### config.mk
export PLATFORM = sky130hd
export DESIGN_NAME = rx_acq_ctrl
export DESIGN_NICKNAME = d
export VERILOG_FILES = /design/src/rtl/rx_acq_pkg.sv /design/src/rtl/rx_acq_ctrl_tick_gen.sv /design/src/rtl/rx_acq_ctrl.sv
export SDC_FILE = /design/constraint.sdc
export NUM_CORES = 1
export LEC_CHECK = 0
export BUFFER_PORTS_ARGS = -buffer_cell sky130_fd_sc_hd__buf_2
export CORE_UTILIZATION = 49
export CTS_CLUSTER_SIZE = 28
export DETAILED_ROUTE_END_ITERATION = 8
export PLACE_DENSITY = 0.75
export SYNTH_ARGS = -nofsm -noshare
export SYNTH_HDL_FRONTEND = slang
export SYNTH_SLANG_ARGS = --single-unit
### constraint.sdc
create_clock -name clk -period 4.5 [get_ports clk]
set_clock_uncertainty 0.1 [all_clocks]
set_input_delay 0.225 -clock clk [delete_from_list [all_inputs] [get_ports clk]]
set_output_delay 0.225 -clock clk [all_outputs]
set_load 0.01 [all_outputs]
### src/rtl/rx_acq_pkg.sv
// Shared constants for the hydrophone acquisition sequencer: FSM encodings,
// default sample/complex widths, frame counter and timestamp widths.
package rx_acq_pkg;

    localparam int W_IN_DEF    = 12;
    localparam int W_OUT_DEF   = 13;
    localparam int FRAME_CNT_W = 16;
    localparam int TS_W        = 32;

    typedef logic [1:0] state_t;

    localparam state_t ST_IDLE  = 2'd0;
    localparam state_t ST_RUN   = 2'd1;
    localparam state_t ST_DRAIN = 2'd2;

endpackage

### src/rtl/rx_acq_ctrl_tick_gen.sv
// Sample-period divider: counts 0..CLK_DIV-1 while enabled, tick at count 0,
// tick_next flags that the counter will sit at 0 in the following cycle.
module rx_tick_gen #(
    parameter int CLK_DIV = 20
) (
    input  logic clk,
    input  logic reset,
    input  logic clr,
    input  logic en,
    output logic tick,
    output logic tick_next
);
    localparam int CW = $clog2(CLK_DIV);
    localparam logic [CW-1:0] CNT_MAX = CW'(CLK_DIV - 1);

    logic [CW-1:0] cnt_reg;

    always_ff @(posedge clk or posedge reset) begin
        if (reset) begin
            cnt_reg <= '0;
        end else if (clr) begin
            cnt_reg <= '0;
        end else if (en) begin
            cnt_reg <= (cnt_reg == CNT_MAX) ? '0 : cnt_reg + CW'(1);
        end
    end

    assign tick      = en && (cnt_reg == '0);
    assign tick_next = clr || (en && (cnt_reg == CNT_MAX));

endmodule

### src/rtl/rx_acq_ctrl.sv
// Acquisition sequencer for one hydrophone channel: paces real2cpx, captures
// re/im after CPX_LAT and frames them. RX_ACQ_TIMESTAMP_EN adds frm_ts.
module rx_acq_ctrl
    import rx_acq_pkg::*;
#(
    parameter int CLK_DIV   = 20,
    parameter int CPX_LAT   = 2,
    parameter int FRAME_LEN = 64,
    parameter int W_IN      = W_IN_DEF,
    parameter int W_OUT     = W_OUT_DEF
) (
    input  logic                   clk,
    input  logic                   reset,
    input  logic                   start,
    input  logic                   stop,
    input  logic [W_IN-1:0]        adc_data,
    output logic [W_IN-1:0]        x_rx,
    output logic                   data_rdy,
    input  logic [W_OUT-1:0]       cpx_re,
    input  logic [W_OUT-1:0]       cpx_im,
    output logic [W_OUT-1:0]       frm_re,
    output logic [W_OUT-1:0]       frm_im,
    output logic                   frm_valid,
    input  logic                   frm_ready,
    output logic                   frm_first,
    output logic                   frm_last,
    output logic                   busy,
    output logic                   overrun,
    output logic [FRAME_CNT_W-1:0] frame_cnt
`ifdef RX_ACQ_TIMESTAMP_EN
    , output logic [TS_W-1:0]      frm_ts
`endif
);
    localparam int LW = $clog2(CPX_LAT + 1);
    localparam int IW = $clog2(FRAME_LEN);
    localparam logic [IW-1:0] IDX_LAST = IW'(FRAME_LEN - 1);

    state_t                 state_reg, state_next;
    logic [W_IN-1:0]        x_rx_reg;
    logic [LW-1:0]          lat_reg;
    logic [IW-1:0]          idx_reg;
    logic [W_OUT-1:0]       frm_re_reg, frm_im_reg;
    logic                   frm_valid_reg, frm_first_reg, frm_last_reg;
    logic                   overrun_reg;
    logic [FRAME_CNT_W-1:0] frame_cnt_reg;

    logic start_acc, running, tick, tick_next, strobe_next, capture, room;

    assign start_acc = (state_reg == ST_IDLE) && start && !stop;
    assign running   = (state_reg != ST_IDLE);
    assign capture   = (lat_reg == LW'(1));
    assign room      = !frm_valid_reg || frm_ready;

    always_comb begin
        state_next = state_reg;
        case (state_reg)
            ST_IDLE:  if (start && !stop) state_next = ST_RUN;
            ST_RUN:   if (stop) state_next = ST_DRAIN;
            ST_DRAIN: if (capture && (idx_reg == IDX_LAST)) state_next = ST_IDLE;
            default:  state_next = ST_IDLE;
        endcase
    end

    rx_tick_gen #(.CLK_DIV(CLK_DIV)) u_tick (
        .clk       (clk),
        .reset     (reset),
        .clr       (start_acc),
        .en        (running),
        .tick      (tick),
        .tick_next (tick_next)
    );

    // x_rx is loaded one cycle ahead so it is already valid while data_rdy is high.
    assign strobe_next = (state_next != ST_IDLE) && tick_next;

    always_ff @(posedge clk or posedge reset) begin
        if (reset) begin
            state_reg <= ST_IDLE;
            x_rx_reg  <= '0;
            lat_reg   <= '0;
        end else begin
            state_reg <= state_next;
            if (strobe_next) x_rx_reg <= adc_data;
            if (tick) lat_reg <= LW'(CPX_LAT);
            else if (lat_reg != '0) lat_reg <= lat_reg - LW'(1);
        end
    end

    // Dropped samples still advance the index so frames stay time-aligned.
    always_ff @(posedge clk or posedge reset) begin
        if (reset) begin
            idx_reg       <= '0;
            frm_re_reg    <= '0;
            frm_im_reg    <= '0;
            frm_valid_reg <= 1'b0;
            frm_first_reg <= 1'b0;
            frm_last_reg  <= 1'b0;
            overrun_reg   <= 1'b0;
            frame_cnt_reg <= '0;
        end else begin
            if (capture) begin
                idx_reg <= (idx_reg == IDX_LAST) ? '0 : idx_reg + IW'(1);
                if (idx_reg == IDX_LAST) frame_cnt_reg <= frame_cnt_reg + FRAME_CNT_W'(1);
                if (room) begin
                    frm_re_reg    <= cpx_re;
                    frm_im_reg    <= cpx_im;
                    frm_valid_reg <= 1'b1;
                    frm_first_reg <= (idx_reg == '0);
                    frm_last_reg  <= (idx_reg == IDX_LAST);
                end else begin
                    overrun_reg <= 1'b1;
                end
            end else if (frm_valid_reg && frm_ready) begin
                frm_valid_reg <= 1'b0;
            end
            if (start_acc) overrun_reg <= 1'b0;
        end
    end

`ifdef RX_ACQ_TIMESTAMP_EN
    logic [TS_W-1:0] ts_cnt_reg, frm_ts_reg;

    always_ff @(posedge clk or posedge reset) begin
        if (reset) begin
            ts_cnt_reg <= '0;
            frm_ts_reg <= '0;
        end else begin
            ts_cnt_reg <= ts_cnt_reg + TS_W'(1);
            if (tick && (idx_reg == '0)) frm_ts_reg <= ts_cnt_reg;
        end
    end

    assign frm_ts = frm_ts_reg;
`else
    // Default build: no time-of-arrival counter.
`endif

    assign x_rx      = x_rx_reg;
    assign data_rdy  = tick;
    assign frm_re    = frm_re_reg;
    assign frm_im    = frm_im_reg;
    assign frm_valid = frm_valid_reg;
    assign frm_first = frm_first_reg;
    assign frm_last  = frm_last_reg;
    assign busy      = running;
    assign overrun   = overrun_reg;
    assign frame_cnt = frame_cnt_reg;

endmodule

* Yosys cells after proc, flatten, opt, wreduce, memory -nomap -nowiden
Index checks and enable logic that the tools add are counted. Widths: inputs -> output; s select.
Word-level totals: flip-flop bits (word level) 73, bits in latches 0, memory bits (writable) 0, memory bits (read-only) 0, output and inout port bits 60, logic and storage cells 65, memories kept 0
Cells by class: $add $sub $neg 4, multiply operators 0, divide/modulo/power cells 0, $lt $le $gt $ge 0, equality and inequality tests 7, shift operators 0, mux-type cells 16, bitwise gates (word level) 0, reduce and logical (&&, ||, !) cells 26
Operators with widths (number):
- $add 16x1->16 const B | 1
- $mux 5 | 3
- $reduce_bool 2->1 | 7
- $mux 2 | 5
- $logic_and 1x1->1 | 8
- $reduce_and 2->1 | 4
- $add 6x1->6 const B | 1
- $eq 6x6->1 const B | 1
- $logic_not 6->1 | 1
- $mux 1 | 6
- $mux 6 | 1
- $pmux 2 s3 | 1
- $add 5x1->5 const B | 1
- $eq 5x5->1 const B | 1
- $logic_not 5->1 | 1
- $eq 2x1->1 const B | 2
- $ne 2x1->1 const B | 2
- $eq 2x2->1 const B | 1
- $logic_not 1->1 | 2
- $logic_not 2->1 | 1
- $logic_or 1x1->1 | 2
- $sub 2x1->2 const B | 1

* Depth between registers and ports, before layout
Gate-level depths: netlist of run 1.
word-level depth 6, gate-level depth with buffers 7

* Modules after synthesis
From an unflattened synthesis of run 1, not the netlist that was laid out.
Second synthesis, totals: cells, all modules 238, area total of the unflattened synthesis 3123.0 µm²
Modules (own cells, without submodules):
- rx_acq_ctrl | instances 1, cells each 207, area each 2810.2 µm², seq. area each 1701.6 µm²
- rx_tick_gen | instances 1, cells each 31, area each 312.8 µm², seq. area each 125.1 µm²

* Worst setup path after synthesis of run 1
Ideal clock, no wire load.
path kind register to register, from reg idx_reg[0], to reg x_rx_reg[0] (netlist: x_rx[0]), arrival 1.717 ns, data required time 4.275 ns, setup slack 2.558 ns, cell stages (with the launch flop) 7, path buffers 1, clock period less this slack 1.942 ns, path through dfrtp_1 ha_1 and4_4 a311oi_1 a311o_1 buf_6 mux2_4
Between the ends: cells in the longest elaborated chain, start to end 6
Ends and longest elaborated chain:
- start: declaration | line rx_acq_ctrl.sv:41 | logic [IW-1:0] idx_reg;
- start signal: assignment | line rx_acq_ctrl.sv:102 | idx_reg <= (idx_reg == IDX_LAST) ? '0 : idx_reg + IW'(1);
- $eq 6x6->1 | line rx_acq_ctrl.sv:59 | ST_DRAIN: if (capture && (idx_reg == IDX_LAST)) state_next = ST_IDLE;
- $logic_and 1x1->1 | line rx_acq_ctrl.sv:59
- $mux 2 | line rx_acq_ctrl.sv:59
- $pmux 2 s3 | line rx_acq_ctrl.sv:56 | case (state_reg)
- $reduce_bool 2->1 | line rx_acq_ctrl.sv:74 | assign strobe_next = (state_next != ST_IDLE) && tick_next;
- $logic_and 1x1->1 | line rx_acq_ctrl.sv:74
- end signal: assignment | line rx_acq_ctrl.sv:83 | if (strobe_next) x_rx_reg <= adc_data;
- end: declaration | line rx_acq_ctrl.sv:39 | logic [W_IN-1:0] x_rx_reg;
Every way passes these cells. A chain may end at the register's enable or synchronous reset.

* Final worst setup path of run 1
from reg u_tick.cnt_reg[0], to reg x_rx_reg[9] (netlist: x_rx[9])
Between the ends: cells in the longest elaborated chain, start to end 4
Ends and longest elaborated chain:
- start: declaration | line rx_acq_ctrl_tick_gen.sv:16 | logic [CW-1:0] cnt_reg;
- start signal: assignment | line rx_acq_ctrl_tick_gen.sv:24 | cnt_reg <= (cnt_reg == CNT_MAX) ? '0 : cnt_reg + CW'(1);
- $eq 5x5->1 | line rx_acq_ctrl_tick_gen.sv:29 | assign tick_next = clr || (en && (cnt_reg == CNT_MAX));
- $logic_and 1x1->1 | line rx_acq_ctrl_tick_gen.sv:29
- $logic_or 1x1->1 | line rx_acq_ctrl_tick_gen.sv:29
- $logic_and 1x1->1 | line rx_acq_ctrl.sv:74
Every way passes these cells.

==> impl_metrics.py, run 1 <==
metrics = {
    "synthesis": {
        "synth-simple-area-share_pct": 9.76,
        "syn_nets": 291,
        "ys_ff_latch": 73,
        "ys_warn_count": 0,
        "synth-edff-count": 0,
        "synth_top_family_by_area": "multiplexers",
        "synth_ff_type": "dfrtp_1",
        "synthMuxAreaShare_pct": 15.6,
        "synth.area.top_cells": "dfrtp_1, mux2_2, mux2_4, xnor2_1, ha_1",
        "synth_area_sq_um": 3120,
        "yosys.cell_types.count": 35,
        "yosysTopAreaCellShare_pct": 58.6,
        "yosys.area_share.adder_pct": 2.81,
        "synth-compound-area-share_pct": 4.54,
        "synth_common_cells": "dfrtp_1, mux2_2, inv_1, xnor2_1, nand2_1",
        "yosysTopAreaCell": "dfrtp_1",
        "async_reset_ff_share_pct": 100,
        "synth_area_per_cell_sq_um": 12.9,
        "syn_inst": 241,
        "synth_xor_area_share_pct": 5.62,
        "synth_most_common_cell": "dfrtp_1",
        "synth-seq-area-share_pct": 58.6,
    },
    "timing": {
        "final-setup-viol-count": 0,
        "period_minus_slack_ns": 2.53,
        "slew_headroom_pct": 37.4,
        "holdWs_ns": -0.00323,
        "period_share_pct": 56.2,
        "drv_slew": 0,
        "setup-tns-final_ns": 0,
        "rsz0062_at_grt": "no",
        "worst_pin_slew_ns": 0.937,
        "layout_setup_ws_ns": 1.97,
        "clock.fmax_mhz": 395,
        "hold_viol": 9,
    },
    "cts": {
        "cts_tree": "done",
        "post_cts_resized": 0,
        "clock-sinks": 73,
        "root_buffer": "clkbuf_8",
        "clock_path_buffers": 2,
        "clkLatencyLatePin_ns": 0.33,
        "htree_levels": 3,
        "cts_buffers": 9,
        "clkTransAtPathRegs_ns": 0.08,
    },
    "setup_path": {
        "reg2reg_from": "u_tick.cnt_reg[0]",
        "path_max_fanout": 12,
        "worstPathArrival_ns": 2.65,
        "r2r_cells": 5,
        "r2r-end": "x_rx[9]",
        "slowest_delay_ns": 0.69,
        "rrSetupSlack_ns": 1.97,
        "slowest_stage": "a311o_1",
        "startpoint_type": "flip-flop",
        "required_ns": 4.62,
        "path_class": "flip-flop to flip-flop",
        "crit_path_cell_trace": "ha_1 -> nand4bb_1 -> a311oi_1 -> a311o_1 -> mux2_2",
        "end_kind": "flip-flop",
    },
    "route": {
        "drtPass1Iterations": 4,
        "drtIter0Drc": 62,
        "vias": 2213,
        "viasPerCell": 5.13,
        "drc": 0,
        "wire_per_inst_um": 14.0,
        "drt_wl_total_um": 6020,
        "ant_nets": 0,
    },
    "placed_design": {
        "routabilityCongestion": 0.869,
        "placed_cells": 412,
        "dp_hpwl_um": 4350,
        "portBuffers": 102,
        "place_area_sq_um": 3690,
        "dp_slack_ns": 2.03,
    },
    "global_routing": {
        "grt-ovfl-total": 0,
        "track_usage_pct": 19.2,
        "grt_max_degree": 47,
        "grtUsageMet1_pct": 25.5,
        "use_met2_pct": 29.9,
        "met3_usage_pct": 5.78,
        "grt_pass1_wl_um": 9520,
        "grt_pass1_vias": 2075,
        "antenna_found_initial": 0,
        "busiest_layer": "met2",
    },
    "power_and_ir_drop": {
        "pwr-share-seq_pct": 42.4,
        "design_power_total_mw": 2.47,
        "p_sw_uw": 799,
        "clockPowerShare_pct": 22.2,
        "p_int_mw": 1.67,
        "peakVddDrop_mv": 0.403,
        "comb_power_share_pct": 35.4,
        "powerDensity_nw_per_um2": 627,
        "swShare_pct": 32.4,
        "p_leak_nw": 1.99,
    },
    "finish": {
        "nets": 401,
        "fin_cells": 431,
        "area_growth_pct": 26.3,
        "drive_gt1_share_pct": 44.9,
        "fin_area_sq_um": 3940,
        "n_antenna_cell": 0,
        "utilization_pct": 65.3,
        "largest_reg_flops": 16,
    },
    "flow_run": {
        "cap_violations": 0,
    },
    "status": {
        "run_status": "finished with violations",
        "violations": "negative hold slack",
    },
    "die": {
        "die_h_um": 81.7,
        "rows": 28,
        "coreArea_sq_um": 6030,
        "start_util_pct": 51.7,
        "dieArea_sq_um": 6680,
        "die_x_um": 81.7,
        "num_io_pins": 103,
    },
    "min_path": {
        "hp-class": "primary input to asynchronous set/reset pin",
    },
}
[per-layer routing]
layer | routed length (um) | share of wire [%] | vias up
met5 | 0 | 0 | -
met4 | 51 | 0.85 | 0
met3 | 395 | 6.6 | 7
met2 | 2900 | 48 | 78
met1 | 2670 | 44 | 1072
li1 | - | - | 1056
[layout by cell type, fill, tap and decap left out, types with 2 or more instances in the layout]
master / n
a21o_1: 2
nor2_1: 11
mux2_2: 29
o21ai_0: 8
nand3_1: 9
dfrtp_1: 73
xnor2_1: 14
o22ai_1: 3
buf_2: 102
clkbuf_1: 2
inv_1: 13
nand4_1: 6
and3_1: 2
nor4_1: 2
dlygate4sd3_1: 3
and4_1: 3
a21oi_1: 2
buf_4: 2
clkinvlp_4: 2
a31oi_1: 2
xor2_1: 6
ha_1: 7
nand2_1: 12
clkbuf_8: 9
mux2_4: 10
bufinv_16: 2
nand2b_1: 4
nor3_1: 3
[repair_timing]
| item | CTS | global route |
|---|---|---|
| buffers inserted | 0 | 0 |
| hold buffers | 1 | 2 |
| hold endpoints to repair | 1 | 2 |
[cell families (layout without fill, tap and decap cells)]
| kind of cell | after synthesis | after routing |
|---|---|---|
| multiplexers | 40 | 40 |
| adder cells (fa/ha/maj) | 7 | 7 |
| XOR/XNOR | 20 | 20 |
| AND/OR/NAND/NOR | 57 | 57 |
| buffers and inverters | 22 | 137 |
| AO/OA/AOI/OAI | 22 | 22 |
| flip-flops | 73 | 73 |
[layout make-up]
cell class                 count  area [sq um]
fill                         460          2090
sequential                    73          1830
multi-input combinational    146          1190
timing repair buffer         107           556
clock buffer                  11           131
tap                           75          93.8
clock inverter                 5          80.1
inverter                      14          52.6
[critical path, delay by kind of cell, from the launching register on]
kind	cells	cell delay, ns
adder cells (fa/ha/maj)	1	0.24
multiplexers	1	0.41
AO/OA/AOI/OAI	2	1.00
flip-flops	1	0.41
AND/OR/NAND/NOR	1	0.24
[worst max path at each step]
stage / startpoint / endpoint / slack [ns] / cells past startpoint
after floorplan: reset / frame_cnt[0] / 2.32 / 1
after global placement: u_tick.cnt_reg[0] / x_rx[10] / 2.11 / 5
after detailed placement: u_tick.cnt_reg[0] / x_rx[9] / 2.03 / 5
after CTS: u_tick.cnt_reg[0] / x_rx[9] / 2.01 / 5
after global routing: u_tick.cnt_reg[0] / x_rx[9] / 1.82 / 5
final: u_tick.cnt_reg[0] / x_rx[9] / 1.97 / 5
[power by group through the flow]
stage               logic [mW]  registers, mW  clock network [mW]
floorplan                0.503           1.13                   0
global placement         0.863           1.04                   0
detailed placement       0.886           1.06                   0
CTS                      0.887           1.05               0.557
global route             0.977           1.08               0.588
finish                   0.874           1.05               0.547
No activity file was read; power rests on OpenSTA's default activity.
==> run 2, diff against run 1 <==
- clock period: 4.5 -> 2.6 ns (I/O delays scaled with it)
==> run 2 against run 1 <==
Against the previous run:
- the flow now finishes without violations
- non-clock buffer count is 41 higher
- clock-buffer cell count is 2 lower
- die area stayed put
- core utilization is 6.5 points higher
- cell count is 9.5% higher
- critical path depth is 1 higher
- sequential cell count stayed put
==> impl_metrics.py, run 2 (synthesis gave the netlist of run 1 again) <==
metrics = {
    "route": {
        "ant_nets": 0,
        "vias": 2351,
        "drc": 0,
        "drt_wl_total_um": 6670,
        "wire_per_inst_um": 14.1,
        "viasPerCell": 4.98,
        "drtPass1Iterations": 4,
        "drtIter0Drc": 97,
    },
    "cts": {
        "clkTransAtPathRegs_ns": 0.08,
        "htree_levels": 3,
        "root_buffer": "clkbuf_8",
        "clkLatencyLatePin_ns": 0.34,
        "post_cts_resized": 0,
        "clock_path_buffers": 2,
        "cts_tree": "done",
        "clock-sinks": 73,
        "cts_buffers": 9,
    },
    "finish": {
        "utilization_pct": 71.8,
        "fill_cells": 430,
        "largest_reg_flops": 16,
        "nets": 442,
        "mostFrequentLayoutCell": "buf_2",
        "fin_cells": 472,
        "drive_gt1_share_pct": 41.3,
        "fin_area_sq_um": 4320,
        "mostFrequentLayoutCells": "buf_2, dfrtp_1, dlygate4sd3_1",
        "area_growth_pct": 38.8,
        "n_antenna_cell": 0,
    },
    "global_routing": {
        "track_usage_pct": 20.8,
        "grt-ovfl-total": 0,
        "grt_pass1_vias": 2241,
        "grt_pass1_wl_um": 10300,
        "grt_max_degree": 74,
        "antenna_found_initial": 0,
    },
    "placed_design": {
        "place_area_sq_um": 3710,
        "dp_slack_ns": 0.507,
        "placed_cells": 414,
        "dp_hpwl_um": 4310,
        "portBuffers": 102,
        "routabilityCongestion": 0.877,
    },
    "power_and_ir_drop": {
        "p_leak_nw": 2.17,
        "design_power_total_mw": 4.28,
        "peakVddDrop_mv": 0.682,
        "powerDensity_nw_per_um2": 991,
    },
    "setup_path": {
        "required_ns": 2.73,
        "rrSetupSlack_ns": 0.45,
        "r2r_cells": 6,
        "startpoint_type": "flip-flop",
        "end_kind": "flip-flop",
        "r2r-end": "x_rx[10]",
        "reg2reg_from": "u_tick.cnt_reg[0]",
        "worstPathArrival_ns": 2.28,
        "path_class": "flip-flop to flip-flop",
        "path_max_fanout": 12,
    },
    "timing": {
        "layout_setup_ws_ns": 0.450,
        "worst_pin_slew_ns": 0.896,
        "period_share_pct": 82.7,
        "setup-tns-final_ns": 0,
        "hold_viol": 0,
        "rsz0062_at_grt": "no",
        "holdWs_ns": 0.0425,
        "final-setup-viol-count": 0,
        "period_minus_slack_ns": 2.15,
        "clock.fmax_mhz": 465,
        "slew_headroom_pct": 40.3,
        "drv_slew": 0,
    },
    "min_path": {
        "whs_path_depth": 3,
        "holdCritStartpoint": "frm_ready",
        "min_delay_worst_endpoint": "frm_valid",
        "hp-class": "primary input to flip-flop",
    },
    "die": {
        "start_util_pct": 51.7,
        "dieArea_sq_um": 6680,
        "rows": 28,
        "die_h_um": 81.7,
        "die_x_um": 81.7,
        "num_io_pins": 103,
        "coreArea_sq_um": 6030,
    },
    "status": {
        "run_status": "finished, final reports clean",
    },
    "flow_run": {
        "cap_violations": 0,
    },
}
[run 2: changes by cell type in the layout (fill, tap and decap cells not counted), sizes merged]
cell	delta
clkinvlp	-2
buf	+2
bufinv	-1
clkinv	+5
clkbuf	-2
dlygate4sd3	+39
[run 2: report_power, final]
group	leakage [nW]	switching [mW]	internal, mW
clock network	0.103	0.435	0.443
logic	1.15	0.744	0.847
registers	0.916	0.260	1.56
total	2.17	1.44	2.84
[run 2: cell type report]
class	instances	area [sq um]	area share (%)
clock inverters	7	71.3	1.65
clock buffers	9	124	2.86
flip-flops and latches	73	1830	42.2
well taps	75	93.8	2.17
multi-input cells	146	1190	27.6
inverters	14	52.6	1.22
repair buffers	148	961	22.2
[run 2: critical path: stages (launching register included)]
cell and delay [ns]:
dfrtp_1 0.41, ha_1 0.25, nand4bb_1 0.22, a311oi_1 0.31, a311o_1 0.15, buf_4 0.24, mux2_2 0.36
[run 2: how the worst max path moves through the flow]
| stage | from | end | slack (ns) |
|---|---|---|---|
| 3_5_place_dp | u_tick.cnt_reg[0] | x_rx[10] | 0.51 |
| 4_1_cts | u_tick.cnt_reg[0] | x_rx[10] | 0.48 |
| 2_1_floorplan | reset | frame_cnt[0] | 0.52 |
| 5_1_grt | u_tick.cnt_reg[0] | x_rx[10] | 0.33 |
| 6_report | u_tick.cnt_reg[0] | x_rx[10] | 0.45 |
| 3_3_place_gp | u_tick.cnt_reg[0] | x_rx[9] | 0.56 |
[run 2: layer usage]
layer	vias up	share of wire [%]	track usage, %
li1	1139	-	-
met1	1113	45	27.2
met2	86	48	32.1
met3	13	5.6	6.67
met4	0	1.7	8.60
met5	-	0	0
[run 2: repair_timing]
action                                 4_1_cts  5_1_grt
hold buffers                                42        0
setup buffers                                0        0
endpoints found under the hold margin      111        0
==> run 3, diff against run 2 <==
- clock period: 2.6 -> 2 ns (I/O delays scaled with it)
==> run 3 against run 2 <==
Against the previous run:
- sequential cell count did not move
- critical path depth did not move
- first-iteration DRC count rose by 14%
- combinational power rose by 45%
- core utilization rose by 3.7 points
- non-clock buffer count rose by 11
- critical endpoint is now x_rx[0]
- clock-buffer cell count rose by 1
- highest routed layer unchanged
- critical path type unchanged
==> impl_metrics.py, run 3 (synthesis gave the netlist of run 1 again) <==
metrics = {
    "timing": {
        "hold_viol": 0,
        "setup-tns-final_ns": 0,
        "clock.fmax_mhz": 515,
        "worst_pin_slew_ns": 0.466,
        "slew_headroom_pct": 68.9,
        "drv_slew": 0,
        "layout_setup_ws_ns": 0.0594,
        "rsz0062_at_grt": "yes",
        "final-setup-viol-count": 0,
        "period_share_pct": 97.0,
        "holdWs_ns": 0.0338,
        "period_minus_slack_ns": 1.94,
    },
    "route": {
        "wl_met3_um": 409,
        "drt_wl_total_um": 7200,
        "drtPass1Iterations": 4,
        "wire_per_inst_um": 14.9,
        "viasPerCell": 5.17,
        "drc": 0,
        "drtIter0Drc": 111,
        "top_layer": "met4",
        "met1_length_um": 2860,
        "vias": 2501,
        "wl_met2_um": 3830,
        "ant_nets": 0,
    },
    "die": {
        "die_x_um": 81.7,
        "num_io_pins": 103,
        "dieArea_sq_um": 6680,
        "coreArea_sq_um": 6030,
        "rows": 28,
        "start_util_pct": 51.7,
        "die_h_um": 81.7,
    },
    "placed_design": {
        "place_area_sq_um": 3810,
        "dp_slack_ns": 0.00392,
        "placed_cells": 422,
        "portBuffers": 102,
        "dp_hpwl_um": 4510,
        "routabilityCongestion": 0.816,
    },
    "finish": {
        "nets": 453,
        "mostFrequentLayoutCells": "buf_2, dfrtp_1, dlygate4sd3_1",
        "multi_input_area_sq_um": 1230,
        "utilization_pct": 75.5,
        "area_growth_pct": 46.0,
        "largest_reg_flops": 16,
        "fin_cells": 484,
        "mostFrequentLayoutCell": "buf_2",
        "fill_cells": 402,
        "register_area_sq_um": 1830,
        "fin_area_sq_um": 4550,
        "drive_gt1_share_pct": 44.1,
    },
    "setup_path": {
        "slowest_delay_ns": 0.38,
        "required_ns": 2.12,
        "crit_path_cell_trace": "ha_2 -> and4_4 -> a311oi_2 -> a311o_2 -> clkbuf_16 -> mux2_4",
        "path_class": "flip-flop to flip-flop",
        "path_max_fanout": 6,
        "critical_path_depth": 6,
        "worstPathArrival_ns": 2.06,
        "r2r-end": "x_rx[0]",
        "r2r_cells": 6,
        "reg2reg_from": "idx_reg[0]",
        "startpoint_type": "flip-flop",
        "critical_path.top_delay_family": "compound AO/OA/AOI/OAI gates",
        "slowest_stage": "dfrtp_1",
        "end_kind": "flip-flop",
        "crit_buf_inv": 1,
        "rrSetupSlack_ns": 0.06,
    },
    "cts": {
        "htree_levels": 3,
        "root_buffer": "clkbuf_8",
        "cts_tree": "done",
        "cts_buffers": 9,
        "clkLatencyLatePin_ns": 0.33,
        "clkTransAtPathRegs_ns": 0.08,
        "clock_path_buffers": 2,
        "clock-sinks": 73,
    },
    "min_path": {
        "min_delay_worst_endpoint": "frm_valid",
        "holdCritStartpoint": "frm_ready",
        "hp-class": "primary input to flip-flop",
        "whs_path_depth": 3,
    },
    "global_routing": {
        "grt_pass1_vias": 2505,
        "track_usage_pct": 23.5,
        "grt-ovfl-total": 0,
        "antenna_found_initial": 0,
        "grt_pass1_wl_um": 11600,
        "grt_max_degree": 55,
    },
    "flow_run": {
        "cap_violations": 0,
    },
    "status": {
        "run_status": "finished, final reports clean",
    },
    "power_and_ir_drop": {
        "peakVddDrop_mv": 0.901,
        "powerDensity_nw_per_um2": 1330,
        "p_leak_nw": 2.25,
        "design_power_total_mw": 6.06,
    },
}
[run 3: cell types whose count changed in the layout (fill, tap and decap cells not counted), moves of 2 or more]
cell        before  now
buf_4            4   11
buf_12           0    3
clkinv_2         3    0
bufinv_16        1    3
clkinv_4         3    1
clkinvlp_4       0    2
ha_1             7    5
ha_2             0    2
[run 3: how the worst max path moves through the flow]
stage | slack (ns) | to | start
final | 0.06 | x_rx[0] | idx_reg[0]
after global routing | -0.004 | x_rx[0] | idx_reg[0]
after CTS | 0.003 | x_rx[2] | u_tick.cnt_reg[0]
after detailed placement | 0.004 | x_rx[9] | idx_reg[0]
after global placement | 0.04 | x_rx[10] | idx_reg[0]
after floorplan | 0.06 | x_rx[0] | idx_reg[0]
[run 3: cell type report]
cell class	instances	area share (%)
well taps	75	2.06
clock inverters	6	2.53
repair buffers	159	24.1
multi-input cells	146	27.0
diodes	1	0.0550
flip-flops and latches	73	40.2
clock buffers	10	2.81
inverters	14	1.24
[run 3: what timing repair did]
item | CTS | global route
cloned | 1 | 0
resized for setup | 5 | 3
pin swaps | 3 | 3
endpoints found under the hold margin | 60 | 0
hold buffers | 42 | 0
setup endpoints to repair | 2 | 12
buffers inserted | 2 | 0
[run 3: layer usage]
layer / vias to the layer above / global-route usage, %
li1: 1162 / -
met1: 1231 / 28.4
met2: 95 / 40.7
met3: 13 / 6.67
met4: 0 / 6.49
met5: - / 0
[run 3: worst reg2reg max path, cell delays in order (launching register included)]
cell,delay (ns)
dfrtp_1,0.38
ha_2,0.20
and4_4,0.22
a311oi_2,0.08
a311o_2,0.38
clkbuf_16,0.18
mux2_4,0.30
[run 3: power breakdown]
part	internal, mW	total [mW]	switching [mW]
combinational	1.25	2.30	1.05
sequential	2.02	2.37	0.351
clock	0.836	1.39	0.552
